## src/rtl/program_loader.sv

```systemverilog
// Streams a program into memory through the control unit's programmer interface.
// A synchronised start button begins a load. Words from a valid/ready stream are written to sequential addresses.
module program_loader #(
  parameter int unsigned REGISTER_WIDTH       = 4,
  parameter int unsigned MEMORY_ADDRESS_WIDTH = 4,
  parameter int unsigned PROG_LENGTH          = 16
) (
  input  logic                            clk_i,
  input  logic                            reset_i,
  input  logic                            start_i,
  input  logic                            ld_valid_i,
  input  logic [REGISTER_WIDTH-1:0]       ld_data_i,
  input  logic                            ld_last_i,
  output logic                            ld_ready_o,
  input  logic                            p_active_i,
  output logic                            p_programm_o,
  output logic [REGISTER_WIDTH-1:0]       p_data_o,
  output logic [MEMORY_ADDRESS_WIDTH-1:0] p_address_o,
  output logic                            p_write_en_mem_o,
  output logic                            busy_o,
  output logic                            done_o,
  output logic                            error_o,
  output logic [MEMORY_ADDRESS_WIDTH:0]   word_count_o
);

  typedef enum logic [2:0] {
    S_IDLE,
    S_REQ,
    S_LOAD,
    S_WRITE,
    S_RELEASE,
    S_ABORT
  } state_t;

  localparam logic [MEMORY_ADDRESS_WIDTH:0]   PROG_LEN_W = (MEMORY_ADDRESS_WIDTH+1)'(PROG_LENGTH);
  localparam logic [MEMORY_ADDRESS_WIDTH:0]   WC_ONE     = (MEMORY_ADDRESS_WIDTH+1)'(1);
  localparam logic [MEMORY_ADDRESS_WIDTH-1:0] ADDR_ONE   = MEMORY_ADDRESS_WIDTH'(1);

  state_t                          state_q;
  logic [2:0]                      start_sync_q;
  logic [MEMORY_ADDRESS_WIDTH-1:0] addr_q;
  logic                            last_q;
  logic                            start_pulse;
  logic [MEMORY_ADDRESS_WIDTH:0]   wc_next;

  // Bits [1:0] are the synchroniser; bit 2 is the previous synchronised level.
  assign start_pulse = start_sync_q[1] & ~start_sync_q[2];
  assign ld_ready_o  = (state_q == S_LOAD) & p_active_i;
  assign busy_o      = (state_q != S_IDLE);

  always_comb begin
    wc_next = word_count_o + WC_ONE;
  end

  always_ff @(posedge clk_i or negedge reset_i) begin
    if (!reset_i) begin
      state_q          <= S_IDLE;
      start_sync_q     <= '0;
      addr_q           <= '0;
      last_q           <= 1'b0;
      p_programm_o     <= 1'b0;
      p_data_o         <= '0;
      p_address_o      <= '0;
      p_write_en_mem_o <= 1'b0;
      done_o           <= 1'b0;
      error_o          <= 1'b0;
      word_count_o     <= '0;
    end else begin
      start_sync_q     <= {start_sync_q[1:0], start_i};
      p_write_en_mem_o <= 1'b0;
      done_o           <= 1'b0;
      unique case (state_q)
        S_IDLE: begin
          if (start_pulse) begin
            addr_q       <= '0;
            word_count_o <= '0;
            error_o      <= 1'b0;
            p_programm_o <= 1'b1;
            state_q      <= S_REQ;
          end
        end
        S_REQ: begin
          if (p_active_i) state_q <= S_LOAD;
        end
        S_LOAD: begin
          if (!p_active_i) begin
            p_programm_o <= 1'b0;
            error_o      <= 1'b1;
            state_q      <= S_ABORT;
          end else if (ld_valid_i) begin
            // The stored word doubles as the held memory-data output.
            p_data_o         <= ld_data_i;
            p_address_o      <= addr_q;
            last_q           <= ld_last_i;
            p_write_en_mem_o <= 1'b1;
            state_q          <= S_WRITE;
          end
        end
        S_WRITE: begin
          addr_q       <= addr_q + ADDR_ONE;
          word_count_o <= wc_next;
          if (last_q || (wc_next == PROG_LEN_W)) begin
            p_programm_o <= 1'b0;
            state_q      <= S_RELEASE;
          end else begin
            state_q <= S_LOAD;
          end
        end
        S_RELEASE: begin
          if (!p_active_i) begin
            done_o  <= 1'b1;
            state_q <= S_IDLE;
          end
        end
        S_ABORT: begin
          state_q <= S_IDLE;
        end
        default: state_q <= S_IDLE;
      endcase
    end
  end

endmodule

```

## config.mk

```make
export PLATFORM = sky130hd
export DESIGN_NAME = program_loader
export DESIGN_NICKNAME = d
export VERILOG_FILES = /design/src/rtl/program_loader.sv
export SDC_FILE = /design/constraint.sdc
export NUM_CORES = 1
export LEC_CHECK = 0
export CAP_MARGIN = 10
export CORE_UTILIZATION = 47
export DETAILED_ROUTE_END_ITERATION = 16
export PLACE_DENSITY = 0.75
export SKIP_LAST_GASP = 1
export SYNTH_ARGS = -nofsm -noshare
export SYNTH_HDL_FRONTEND = slang
export SYNTH_SLANG_ARGS = --single-unit
export TNS_END_PERCENT = 20
```

## constraint.sdc

```tcl
create_clock -name clk_i -period 2 [get_ports clk_i]
set_input_delay 0.2 -clock clk_i [delete_from_list [all_inputs] [get_ports clk_i]]
set_output_delay 0.2 -clock clk_i [all_outputs]
set_load 0.02 [all_outputs]
```

==> results of run 1 <==
-- worst max path at each step --
stage                          start    endpoint  slack [ns]  depth (start not counted)
after floorplan           state_q[0]      last_q        0.48                          4
after global placement    p_active_i  ld_ready_o        0.18                          4
after detailed placement  p_active_i  ld_ready_o        0.18                          4
after CTS                 state_q[0]      busy_o       -0.05                          2
after global routing      state_q[1]  ld_ready_o       -0.05                          3
final                     state_q[1]  ld_ready_o        0.04                          3
-- cell families after synthesis --
kind of cell,Yosys count
adders and majority gates,2
and+or+nand+nor,24
AOI/OAI and AO/OA,23
buffers and inverters,10
xor gates and xnor gates,4
DFF,28
muxes,11
-- cell usage after synthesis (all sizes together) --
cell type,instances,area (um2)
dfrtp,28,701
mux2,11,131
nand2,8,32.5
a22o,6,56.3
a21oi,5,25.0
inv,5,18.8
nor2,4,38.8
o21ai,4,20.0
buf,3,33.8
nand3,3,15.0
xnor2,3,26.3
a311oi,2,17.5
clkbuf,2,18.8
ha,2,25.0
nor3,2,15.0
o211ai,2,15.0
or3,2,17.5
a221oi,1,8.76
a31oi,1,6.26
and3b,1,10.0
and4b,1,10.0
nor2b,1,6.26
nor4,1,6.26
o22ai,1,6.26
o31ai,1,7.51
or2b,1,11.3
xor2,1,8.76
-- registers in the layout, summed over array words and instances, names as in the netlist --
name and flops:
addr_q 4, last_q 1, p_address_o 4, state_q 3, p_programm_o 1, p_write_en_mem_o 1, start_sync_q 3, p_data_o 4
word_count_o 5, done_o 1, error_o 1
-- stage by stage --
| stage | hold WS, ns | worst slack, ns | area (um2) | cells |
|---|---|---|---|---|
| global route | 0.257 | -0.0483 | 1610 | 161 |
| CTS | 0.230 | -0.0453 | 1610 | 161 |
| finish | 0.230 | 0.0411 | 1610 | 161 |
| detailed placement | 0.340 | 0.177 | 1570 | 157 |
| floorplan | -0.0956 | 0.481 | 1290 | 102 |
| global placement | 0.334 | 0.180 | 1570 | 157 |
-- repair_timing --
action | CTS | global route
resized for setup | 1 | 2
gates cloned | 0 | 0
pin swaps | 0 | 0
endpoints found under the setup margin | 2 | 2
-- report_power, final --
part	total, uW	leakage (uW)	internal (uW)	switching (uW)
sequential	954	0.000354	758	197
clock	268	0.0000210	111	156
combinational	1020	0.000345	532	487
-- area by class of cell --
type	instances	area [um2]
clock buffer	4	36.3
timing repair buffer	30	298
multi-input combinational	64	517
inverter	5	18.8
fill	216	935
tap	30	37.5
sequential	28	703
-- critical path: stages (launching register included) --
cell and delay (ns):
dfrtp_2 0.49, nand2_1 0.13, nor3_2 0.18, clkdlybuf4s50_1 0.64
-- routing by layer --
layer  vias to the layer above  global-route usage [%]  routed length (um)
met5                         -                       0                   0
met4                         0                    7.69                   9
met3                         2                    3.33                  69
met2                        16                    27.0                1100
met1                       441                    22.9                1000
li1                        428                       -                   -
==> metrics.md, run 1 <==
| Metric | Value |
|---|---|
| Status | finished clean |
| Cts hold-fix bufs | 0 |
| Fin. Hold Viols | 0 |
| Vias/cell | 5.51 |
| HP Class | input pin to async pin |
| Clock slew seen by the registers of the worst setup and hold paths | ~0.14 ns |
| Tcrit/Tclk final | 97.9% |
| Setup violations, final | 0 |
| Compound-Gate Fraction of Synth Area | between 10% and 20% |
| Post-CTS Setup Bufs | 0 |
| Port buffer count | 28 |
| DP HPWL | about 1600 um |
| Synthesized area | approximately 1300 um2 |
| First-pass GRT wire length | around 3500 um |
| Worst skew pair latency | around 0.32 ns |
| Reg2Reg Depth | 4 |
| Largest net degree at the start of global routing | 29 |
| Sequential fraction of the synthesis area | between 50% and 60% |
| Adder-cell share of the synthesized area | 1.94% |
| XOR/XNOR Fraction of Synth Area | 2.72% |
| Worst R2R End | word_count_o[0] |
| Required @ worst endpoint | 1.80 ns |
| Std-Cell Rows | 18 |
| Maximum clock path buffer count | 2 |
| CTS H-tree lvls | 1 |
| Post-synthesis simple-gate area fraction | between 10% and 20% |
| Final GP Congestion | approximately 0.8 |
| RSZ-0062 raised after global routing | true |
| TritonCTS Buffers | 3 |
| VDD IR max | slightly above 1 mV |
| Mean post-synth cell area | about 13 um2 |
| Gr usage total | about 17% |
| Syn Nets | ~110 |
| CTS tree | done |
| Pleak | a little over 0.0007 uW |
| Tmin final | ~2.0 ns |
| Main combinational cell family by area after synthesis | compound AO/OA/AOI/OAI gates |
| Final #Nets | ~140 |
| Multiplexer area fraction after synthesis | between 10% and 20% |
| TritonRoute pass-1 iters | 4 |
| Grt ovf | 0 |
| DIE WIDTH | between 50 and 60 um |
| Commonest non-fill, non-tap cell in the layout | clkdlybuf4s50_1 |
| Clock Sinks | 28 |
| Clk root buf | clkbuf_4 |
| Final Max Tran Viols | 0 |
| Total Power | approximately 2200 uW |
| Flop-to-flop setup slack | around 0.49 ns |
| CP endpoint kind | output port |
| ANT nets after route | 0 |
| Vias | about 890 |
| WL per Instance | 13.5 um |
| Max Fanout on Critical Path | 12 |
| Die H | roughly 54 um |
| Pwr dens | 1390 nW/um2 |
| DIE AREA | approximately 3000 um2 |
| Worst Path Arrival | 1.76 ns |
| Ant diodes | 0 |
| DRC | 0 |
| Yosys warning count | 0 |
| Fin Clk Skew | 0.00260 ns |
| DR iter-0 viols | 7 |
| Crit path launch type | flop |
| Number of antenna violations at the first check in global routing | 0 |
| Max_slew headroom | a little under 80% |
| Initial core utilization | 50.6% |
| Setup TNS | 0 ns |
| Synthesized flop and latch total | 28 |
| Util after Layout | 63.3% |
| Most frequent cells in the layout | 27 x clkdlybuf4s50_1, 26 x dfrtp_1, 9 x mux2_2 |
| Layout area overhead | 25.0% |
| Core box area | approximately 2500 um2 |
| Crit path kind | flop to output port |
| Layout cells sized above 1 | between 20% and 30% |
| Slew @ Worst Pin | roughly 0.34 ns |
| Max cap viols | 0 |
| Yosys cell types | 35 |
| Reg-to-Reg Start | state_q[0] |
| Routed WL | around 2200 um |
| Number of global-route vias before repair | approximately 800 |
| Max Fclk | between 500 and 600 MHz |
| I/O pin count | 29 |
| Synthesized instance count | slightly above 100 |
Note: power is estimated with default switching activity, not from simulation.
==> run 2, diff against run 1 <==
--- a/config.mk
+++ b/config.mk
@@ -5,9 +5,10 @@
 export SDC_FILE = /design/constraint.sdc
 export NUM_CORES = 1
 export LEC_CHECK = 0
-export CAP_MARGIN = 10
+export CORE_ASPECT_RATIO = 1.75
 export CORE_UTILIZATION = 47
 export DETAILED_ROUTE_END_ITERATION = 16
+export GPL_TIMING_DRIVEN = 0
 export PLACE_DENSITY = 0.75
 export SKIP_LAST_GASP = 1
 export SYNTH_ARGS = -nofsm -noshare
==> run 2 against run 1 <==
Sequential power decreased by 5.9%. Combinational power rose by 15%. Critical path depth is the same. Non-clock buffer count increased by 3. Largest cell class unchanged.
==> metrics.md, run 2 (same netlist as run 1, synthesis figures left out) <==
| Metric | Value |
|---|---|
| Status | finished clean |
| Final #Nets | 147 (+2.1%) |
| Fin Clk Skew | 0.00656 ns (+0.00396 ns) |
| Port buffer count | 27 (-3.6%) |
| Tmin final | 1.97 ns (+0.00666 ns) |
| Maximum clock path buffer count | 2 (unchanged) |
| Clock Sinks | 28 (unchanged) |
| Layer with the highest usage | met2 |
| Initial core utilization | 50.5% (-0.15 points) |
| CTS H-tree lvls | 1 (unchanged) |
| Met2 usage | 32.3% (+5.3 points) |
| ANT nets after route | 0 (unchanged) |
| CP endpoint kind | output port |
| Number of antenna violations at the first check in global routing | 0 (unchanged) |
| Fin. Hold Viols | 0 (unchanged) |
| TritonRoute pass-1 iters | 4 (unchanged) |
| Clock slew seen by the registers of the worst setup and hold paths | 0.09 ns (-0.05 ns) |
| Clk root buf | clkbuf_8 |
| First-pass GRT wire length | 4130 um (+17%) |
| Slew @ Worst Pin | 0.614 ns (+0.271 ns) |
| VDD IR max | 0.914 mV (-9.3%) |
| Max FFs per register | 5 (unchanged) |
| Vias/cell | 5.68 (+3.0%) |
| Commonest non-fill, non-tap cell in the layout | dfrtp_1 |
| Top reg by flops | word_count_o |
| Layout area overhead | 28.2% |
| Final Max Tran Viols | 0 (unchanged) |
| Layout cells sized above 1 | 23.1% (+1.0 points) |
| Required @ worst endpoint | 1.80 ns (about the same) |
| Setup TNS | 0 ns (unchanged) |
| Max Fclk | 509 MHz (-0.34%) |
| Pwr dens | 1460 nW/um2 (+5.0%) |
| Most frequent cells in the layout | 28 x dfrtp_1, 26 x clkdlybuf4s50_1, 9 x mux2_2 |
| Crit path kind | flop to output port |
| Register area | 701 um2 (-0.36%) |
| DIE AREA | 2960 um2 (+0.28%) |
| Crit path launch type | flop |
| Grt ovf | 0 (unchanged) |
| DR iter-0 viols | 8 (+1) |
| WL per Instance | 14.9 um (+10%) |
| Worst Path Arrival | 1.77 ns (about the same) |
| Area of the multi-input gates | 517 um2 (unchanged) |
| GRT met1 Usage | 19.5% (-3.4 points) |
| Fillers | 195 (-9.7%) |
| Number of global-route vias before repair | 944 (+19%) |
| Max Fanout on Critical Path | 9 (-3) |
| CTS tree | done |
| DP HPWL | 1720 um (+7.9%) |
| Met3 usage | 1.76% (-1.6 points) |
| Pleak | 0.000744 uW (+3.4%) |
| Final GP Congestion | 0.768 (-4.0%) |
| Std-Cell Rows | 24 (+6) |
| Post-CTS Setup Bufs | 0 (unchanged) |
| Gr usage total | 17.6% (+0.35 points) |
| DRC | 0 (unchanged) |
| Max cap viols | 0 (unchanged) |
| HP Class | input pin to flop |
| Worst slack, placed | 0.288 ns (+0.110 ns) |
| Vias | 908 (+2.4%) |
| RSZ-0062 raised after global routing | false |
| Setup WS post-layout | 0.0344 ns (-0.00666 ns) |
| Largest net degree at the start of global routing | 29 (unchanged) |
| Worst skew pair latency | 0.27 ns (-0.05 ns) |
| I/O pin count | 29 (unchanged) |
| Core box area | 2550 um2 (+0.30%) |
| Max_slew headroom | 59.1% (-18 points) |
| DIE WIDTH | 41.6 um (-24%) |
| Ant diodes | 0 (unchanged) |
| TritonCTS Buffers | 3 (unchanged) |
| Routed WL | 2390 um (+9.5%) |
| Die H | 71.3 um (+31%) |
| Tcrit/Tclk final | 98.3% (+0.33 points) |
| Setup violations, final | 0 (unchanged) |
==> run 2: changes by cell type in the layout (fill, tap and decap cells not counted), moves of 2 or more <==
cell / before / now
dfrtp_2: 2 / 0
dfrtp_1: 26 / 28
clkbuf_8: 1 / 5
buf_4: 2 / 0
clkbuf_4: 3 / 0
buf_6: 0 / 3
==> run 2: per-stage QoR <==
step	hold slack [ns]	power, uW	cell area, um2	instances	utilization (%)
final	0.189	2410	1650	160	64.7
after global routing	0.222	2560	1650	160	64.7
after CTS	0.191	2440	1650	159	64.5
after detailed placement	0.343	2090	1590	155	62.4
after global placement	0.339	2050	1590	155	62.4
after floorplan	-0.0956	1660	1290	102	-
==> run 2: critical path: stages (launching register included) <==
cell,delay [ns]
dfrtp_1,0.39
buf_6,0.14
or3_4,0.42
clkdlybuf4s50_1,0.55
==> run 2: area by class of cell <==
class,instances,share of cell area (%)
buffer,5,3.18
tap,26,1.97
multi-input combinational,64,31.3
inverter,5,1.14
clock buffer,4,3.33
sequential,28,42.4
timing repair buffer,28,16.7
==> run 2: final timing paths <==
path	from	end	slack, ns	cells after the start
setup / recovery	state_q[0]	busy_o	0.03	3
hold / removal	p_active_i	done_o	0.19	2
setup reg to reg	state_q[0]	addr_q[0]	0.48	5
hold reg to reg	start_sync_q[0]	start_sync_q[1]	0.36	0
max in group asynchronous	reset_i	p_programm_o	1.13	2
min in group asynchronous	reset_i	state_q[2]	0.47	2
==> run 2: power breakdown <==
part           switching [uW]  total (uW)  internal [uW]
logic                     568        1170            605
registers                 143         898            755
clock network             166         342            176
==> run 2: routing by layer <==
layer	wire (um)	vias up	share of wire [%]
met4	78	0	3.3
met1	942	449	39
met3	52	9	2.2
met2	1310	21	55
li1	-	429	-
met5	0	-	0
==> run 2: timing repair <==
action,4_1_cts,5_1_grt
resized for setup,0,0
endpoints found under the hold margin,0,28
setup endpoints to repair,0,0
hold buffers,0,1
==> run 3, diff against run 2 <==
--- a/config.mk
+++ b/config.mk
@@ -11,6 +11,7 @@
 export GPL_TIMING_DRIVEN = 0
 export PLACE_DENSITY = 0.75
 export SKIP_LAST_GASP = 1
+export SLEW_MARGIN = 40
 export SYNTH_ARGS = -nofsm -noshare
 export SYNTH_HDL_FRONTEND = slang
 export SYNTH_SLANG_ARGS = --single-unit
==> results of run 3 <==
Same layout as run 2: the final DEF is identical, and so are final timing and power.
Among the figures that moved: setup slack after placement 0.288 ns -> 0.340 ns; number of hold buffers added after CTS 0 -> 1
